$ cat config.mk
export PLATFORM = sky130hd
export DESIGN_NAME = ulx3s_clk_sequencer
export DESIGN_NICKNAME = d
export VERILOG_FILES = /design/src/rtl/ulx3s_clk_sequencer.sv
export SDC_FILE = /design/constraint.sdc
export NUM_CORES = 1
export LEC_CHECK = 0
export CAP_MARGIN = 15
export CORE_UTILIZATION = 25
export CTS_BUF_LIST = sky130_fd_sc_hd__clkbuf_8 sky130_fd_sc_hd__clkbuf_16
export DETAILED_ROUTE_END_ITERATION = 7
export PLACE_DENSITY = 0.54
export SLEW_MARGIN = 10
export SYNTH_ARGS = -nofsm -noshare
export SYNTH_HDL_FRONTEND = slang
export SYNTH_SLANG_ARGS = --single-unit
$ cat constraint.sdc
create_clock -name clkin -period 1.68 [get_ports clkin]
set_input_delay 0.252 -clock clkin [delete_from_list [all_inputs] [get_ports clkin]]
set_output_delay 0.252 -clock clkin [all_outputs]
set_load 0.1 [all_outputs]
$ cat src/rtl/ulx3s_clk_sequencer.sv
// Power-up clock sequencer: filters PLL lock, releases per-channel domain
// resets in a staggered order and generates per-channel clock-enable strobes.
module ulx3s_clk_sequencer #(
  parameter int CHANNELS    = 2,
  parameter int DIVW        = 8,
  parameter int LOCK_FILTER = 16,
  parameter int STAGGER     = 4
) (
  input  logic                     clkin,
  input  logic                     resetn,
  input  logic                     pll_locked,
  input  logic [CHANNELS*DIVW-1:0] div,
  input  logic                     clear_lost,
  output logic [CHANNELS-1:0]      ce,
  output logic [CHANNELS-1:0]      rst_out,
  output logic                     ready,
  output logic                     lock_lost
);

  localparam int FW      = (LOCK_FILTER > 2) ? $clog2(LOCK_FILTER) : 1;
  localparam int REL_MAX = (CHANNELS > 1) ? (CHANNELS - 1) * STAGGER - 1 : 0;
  localparam int RELW    = (REL_MAX > 1) ? $clog2(REL_MAX + 1) : 1;
  localparam logic [FW-1:0] FILT_LAST = FW'(LOCK_FILTER - 1);

  typedef enum logic [1:0] {
    WAIT_LOCK,
    FILTER,
    RELEASE,
    RUN
  } state_t;

  state_t              state;
  logic                sync1;
  logic                lk;
  logic [FW-1:0]       filt_cnt;
  logic [RELW-1:0]     rel_cnt;
  logic [CHANNELS-1:0] rel_hit;
  logic [CHANNELS-1:0] rst_nxt;

  always_ff @(posedge clkin) begin
    if (!resetn) begin
      sync1 <= 1'b0;
      lk    <= 1'b0;
    end else begin
      sync1 <= pll_locked;
      lk    <= sync1;
    end
  end

  // Channel i (i>0) is released i*STAGGER cycles after channel 0.
  always_comb begin
    rel_hit = '0;
    for (int i = 1; i < CHANNELS; i++) begin
      rel_hit[i] = (rel_cnt == RELW'(i * STAGGER - 1));
    end
  end

  // Next-cycle reset vector; the dividers need it to strobe on the release edge.
  always_comb begin
    rst_nxt = '1;
    if (resetn) begin
      case (state)
        FILTER: begin
          if (lk && (filt_cnt == FILT_LAST)) begin
            rst_nxt[0] = 1'b0;
          end
        end
        RELEASE: begin
          if (lk) begin
            rst_nxt = rst_out & ~rel_hit;
          end
        end
        RUN: begin
          if (lk) begin
            rst_nxt = '0;
          end
        end
        default: ;
      endcase
    end
  end

  always_ff @(posedge clkin) begin
    if (!resetn) begin
      state     <= WAIT_LOCK;
      filt_cnt  <= '0;
      rel_cnt   <= '0;
      rst_out   <= '1;
      ready     <= 1'b0;
      lock_lost <= 1'b0;
    end else begin
      rst_out <= rst_nxt;
      ready   <= ~|rst_nxt;

      // A loss seen in RUN beats a simultaneous clear.
      if ((state == RUN) && !lk) begin
        lock_lost <= 1'b1;
      end else if (clear_lost) begin
        lock_lost <= 1'b0;
      end

      case (state)
        WAIT_LOCK: begin
          filt_cnt <= '0;
          rel_cnt  <= '0;
          if (lk) begin
            state <= FILTER;
          end
        end
        FILTER: begin
          if (!lk) begin
            state    <= WAIT_LOCK;
            filt_cnt <= '0;
          end else if (filt_cnt == FILT_LAST) begin
            filt_cnt <= '0;
            rel_cnt  <= '0;
            state    <= (~|rst_nxt) ? RUN : RELEASE;
          end else begin
            filt_cnt <= filt_cnt + 1'b1;
          end
        end
        RELEASE: begin
          if (!lk) begin
            state <= WAIT_LOCK;
          end else if (~|rst_nxt) begin
            state <= RUN;
          end else begin
            rel_cnt <= rel_cnt + 1'b1;
          end
        end
        RUN: begin
          if (!lk) begin
            state <= WAIT_LOCK;
          end
        end
        default: state <= WAIT_LOCK;
      endcase
    end
  end

  // ce is high in exactly the cycles where the divider count reads zero.
  for (genvar g = 0; g < CHANNELS; g++) begin : g_div
    logic [DIVW-1:0] div_cnt;
    logic [DIVW-1:0] div_val;

    assign div_val = div[g*DIVW +: DIVW];

    always_ff @(posedge clkin) begin
      if (!resetn) begin
        div_cnt <= '0;
        ce[g]   <= 1'b0;
      end else if (rst_nxt[g]) begin
        div_cnt <= div_val;
        ce[g]   <= 1'b0;
      end else if (rst_out[g] || (div_cnt == '0)) begin
        div_cnt <= div_val;
        ce[g]   <= (div_val == '0);
      end else begin
        div_cnt <= div_cnt - 1'b1;
        ce[g]   <= (div_cnt == DIVW'(1));
      end
    end
  end

endmodule

==> run_results.csv <==
group,metric,value,unit
timing,fin_crit,1.69,ns
layout,layout.cells.non_filler,316,
pwr,p_per_area,633,mW/mm2
floorplanning,die_w,83.3,um
global_routing,grt_max_degree,11,
floorplanning,core,0.00635,mm2
logic_synthesis,synthCells,176,
layout,fin_nets,267,
min_path,hold_class,"primary input to register",
clock_network,htree_levels,2,
worst_setup_path,end_kind,"register",
outcome,violations,"setup timing",
placed_design,place_inst,300,
timing,fmax,590,MHz
global_routing,grt_pass1_vias,1462,
timing,worst_slack,-0.0145,ns
logic_synthesis,syn_avg_cell_area,9.39,um2
routing,drt_pass1_iterations,4,
placed_design,place_area,0.00227,mm2
placed_design,port_buffers,25,
routing,avgViaCountPerCell,4.52,
global_routing,grt.busiest_layer,"met2",
placed_design,gp_congestion,0.795,
logic_synthesis,yosys_most_used_dff,"dfxtp_1",
floorplanning,rows,29,
timing,worstMarginPinSlew,0.465,ns
timing,rsz0062_at_grt,"yes",
clock_network,cts_tree,"yes",
timing,timing.slew.headroom,68.7,%
routing,drc,0,
logic_synthesis,syn_nets,204,
clock_network,numCtsBuffers,5,
worst_setup_path,start_kind,"register",
timing,setup_violations,2,
worst_setup_path,cp.required,1.85,ns
global_routing,use_met2,19.1,%
logic_synthesis,synth_cell_types,41,
layout,drive_above_1_share,34.7,%
clock_network,cts-root-buf,"clkbuf_8",
timing,fin_setup_tns,-0.0200,ns
routing,wirelength,3620,um
layout,postLayoutCellArea,0.00247,mm2
flow_run,drv_cap,0,
pwr,peakVddDrop,0.347,mV
logic_synthesis,synth_async_sr_flop_share,0,%
placed_design,hpwl,2810,um
timing,fin_skew,0.00274,ns
timing,fin_crit_sh,101,%
routing,drtAntennaViolNets,0,
worst_setup_path,cp.arrival,1.86,ns
floorplanning,die-area,0.00694,mm2
routing,vias,1427,
logic_synthesis,synth_edf_count,0,
logic_synthesis,synth_warnings,0,
logic_synthesis,syn_area,0.00165,mm2
timing,drv_slew,0,
clock_network,clockBufferDepth,2,
layout,num_antenna_cells,0,
clock_network,clk_pin_slew,0.06,ns
worst_setup_path,criticalPathCategory,"register to register",
logic_synthesis,synth_seq_area_share,38.8,%
outcome,status,"finished, violations left",
logic_synthesis,ys_seq_elements,32,
global_routing,use_met1,13.9,%
layout,syn2layout_area_growth,49.4,%
routing,drtIter0Drc,40,
floorplanning,die_h,83.3,um
pwr,power_leakage,0.000976,uW
global_routing,grtUsageMet3,2.98,%
global_routing,grt_use_total,11.3,%
clock_network,holdBufCountCts,0,
routing,routedWlPerCell,11.4,um
floorplanning,io_pins,26,
floorplanning,initial_utilization,26.0,%
global_routing,gr-total-overflow,0,
timing,hold_ws,0.426,ns
clock_network,clk_latency,0.28,ns
timing,finalHoldViolations,0,
clock_network,cts_sinks,32,
global_routing,grt_antenna_before_repair,0,
global_routing,grt_pass1_wl,6400,um
worst_setup_path,crit_path_max_fanout,6,
[final timing paths]
check | to | start | slack, ns | cells after the start
min reg2reg | lk$_SDFF_PN0_ | sync1$_SDFF_PN0_ | 0.44 | 1
max | g_div[1].div_cnt[0]$_SDFF_PN0_ | g_div[1].div_cnt[4]$_SDFF_PN0_ | -0.01 | 6
max reg2reg | g_div[1].div_cnt[0]$_SDFF_PN0_ | g_div[1].div_cnt[4]$_SDFF_PN0_ | -0.01 | 6
min | state[1]$_SDFFE_PN0P_ | resetn | 0.43 | 4
[cell usage in the layout (no fill, tap or decap), drive strengths merged, types with 3 or more instances in the layout]
master	netlist	final
buf	6	43
a21oi	8	8
inv	10	11
xor2	4	4
clkdlybuf4s50	0	18
nor4	7	7
a211oi	11	11
nor3	5	5
nand3	4	4
xnor2	9	9
nor2	28	28
dfxtp	32	32
nand2	9	9
nor4b	3	3
and3	3	3
clkbuf	0	5
o21ai	4	4
ha	8	8
mux2i	5	5
[critical path: stages, from the launching register on]
cell,delay (ns)
dfxtp_1,0.31
or4_4,0.56
nor4b_4,0.32
nor3_4,0.07
buf_6,0.14
mux2i_1,0.14
nor2_1,0.05
[synth_stat cells, drive strengths merged, types with 2 or more instances]
cell type | count | share of area, %
a21o | 2 | 0.91
nor4b | 3 | 2.5
buf | 6 | 2.9
inv | 10 | 2.4
and3 | 3 | 1.1
nor2b | 2 | 0.76
a211oi | 11 | 7.1
nor2 | 28 | 6.7
a21oi | 8 | 2.4
dfxtp | 32 | 39
ha | 8 | 6.1
or4 | 2 | 1.1
o21ai | 4 | 1.2
nor4 | 7 | 2.6
nand3 | 4 | 1.2
nand2 | 9 | 2.0
xor2 | 4 | 2.1
nor3 | 5 | 2.2
o31a | 2 | 1.1
nor3b | 2 | 0.91
mux2i | 5 | 3.0
and2 | 2 | 0.76
xnor2 | 9 | 4.8
[metal layers]
layer / vias up / routed length (um) / part of all wire (%)
met1: 645 / 1750 / 48
met3: 2 / 153 / 4.2
li1: 756 / - / -
met4: 0 / 11 / 0.30
met5: - / 0 / 0
met2: 24 / 1710 / 47
[area by class of cell]
| type | instances | area [um2] |
|---|---|---|
| clock buffer | 5 | 68.8 |
| timing repair buffer | 62 | 598 |
| inverter | 10 | 40.0 |
| multi-input combinational | 128 | 998 |
| fill | 630 | 3880 |
| sequential | 32 | 659 |
| tap | 77 | 96.3 |
| clock inverter | 2 | 8.76 |
[registers in the layout (all words and copies together) (netlist names), 2 cells and up]
register	flops
ce	2
filt_cnt	4
g_div.div_cnt	16
rel_cnt	2
rst_out	2
state	2
[logic make-up (layout without fill, tap and decap cells)]
group           after synthesis  after routing  share of synthesized area (%)
mux                           5              5                           3.03
buf+inv                      16             79                           5.30
compound gates               33             33                           17.0
fa+ha+maj                     8              8                           6.06
simple gates                 69             69                           23.0
xor+xnor                     13             13                           6.89
flops                        32             32                           38.8
[timing repair]
action,CTS,global route
setup endpoints to repair,10,18
buffers inserted,1,8
cloned,0,0
pin swaps,3,10
gates resized for setup,7,10
[power breakdown]
| group | internal, uW | switching (uW) | leakage [uW] |
|---|---|---|---|
| registers | 779 | 23.0 | 0.000266 |
| clock network | 275 | 258 | 0.0000452 |
| logic | 126 | 103 | 0.000664 |
[stage by stage]
step	setup slack [ns]	power, uW	util [%]
final	-0.0145	1560	38.9
after global routing	-0.118	1650	38.9
after CTS	-0.0741	1590	37.5
after detailed placement	-0.245	1050	35.7
after global placement	-0.221	1050	35.7
after floorplan	-0.0256	944	-
(Power assumes the default switching activity.)
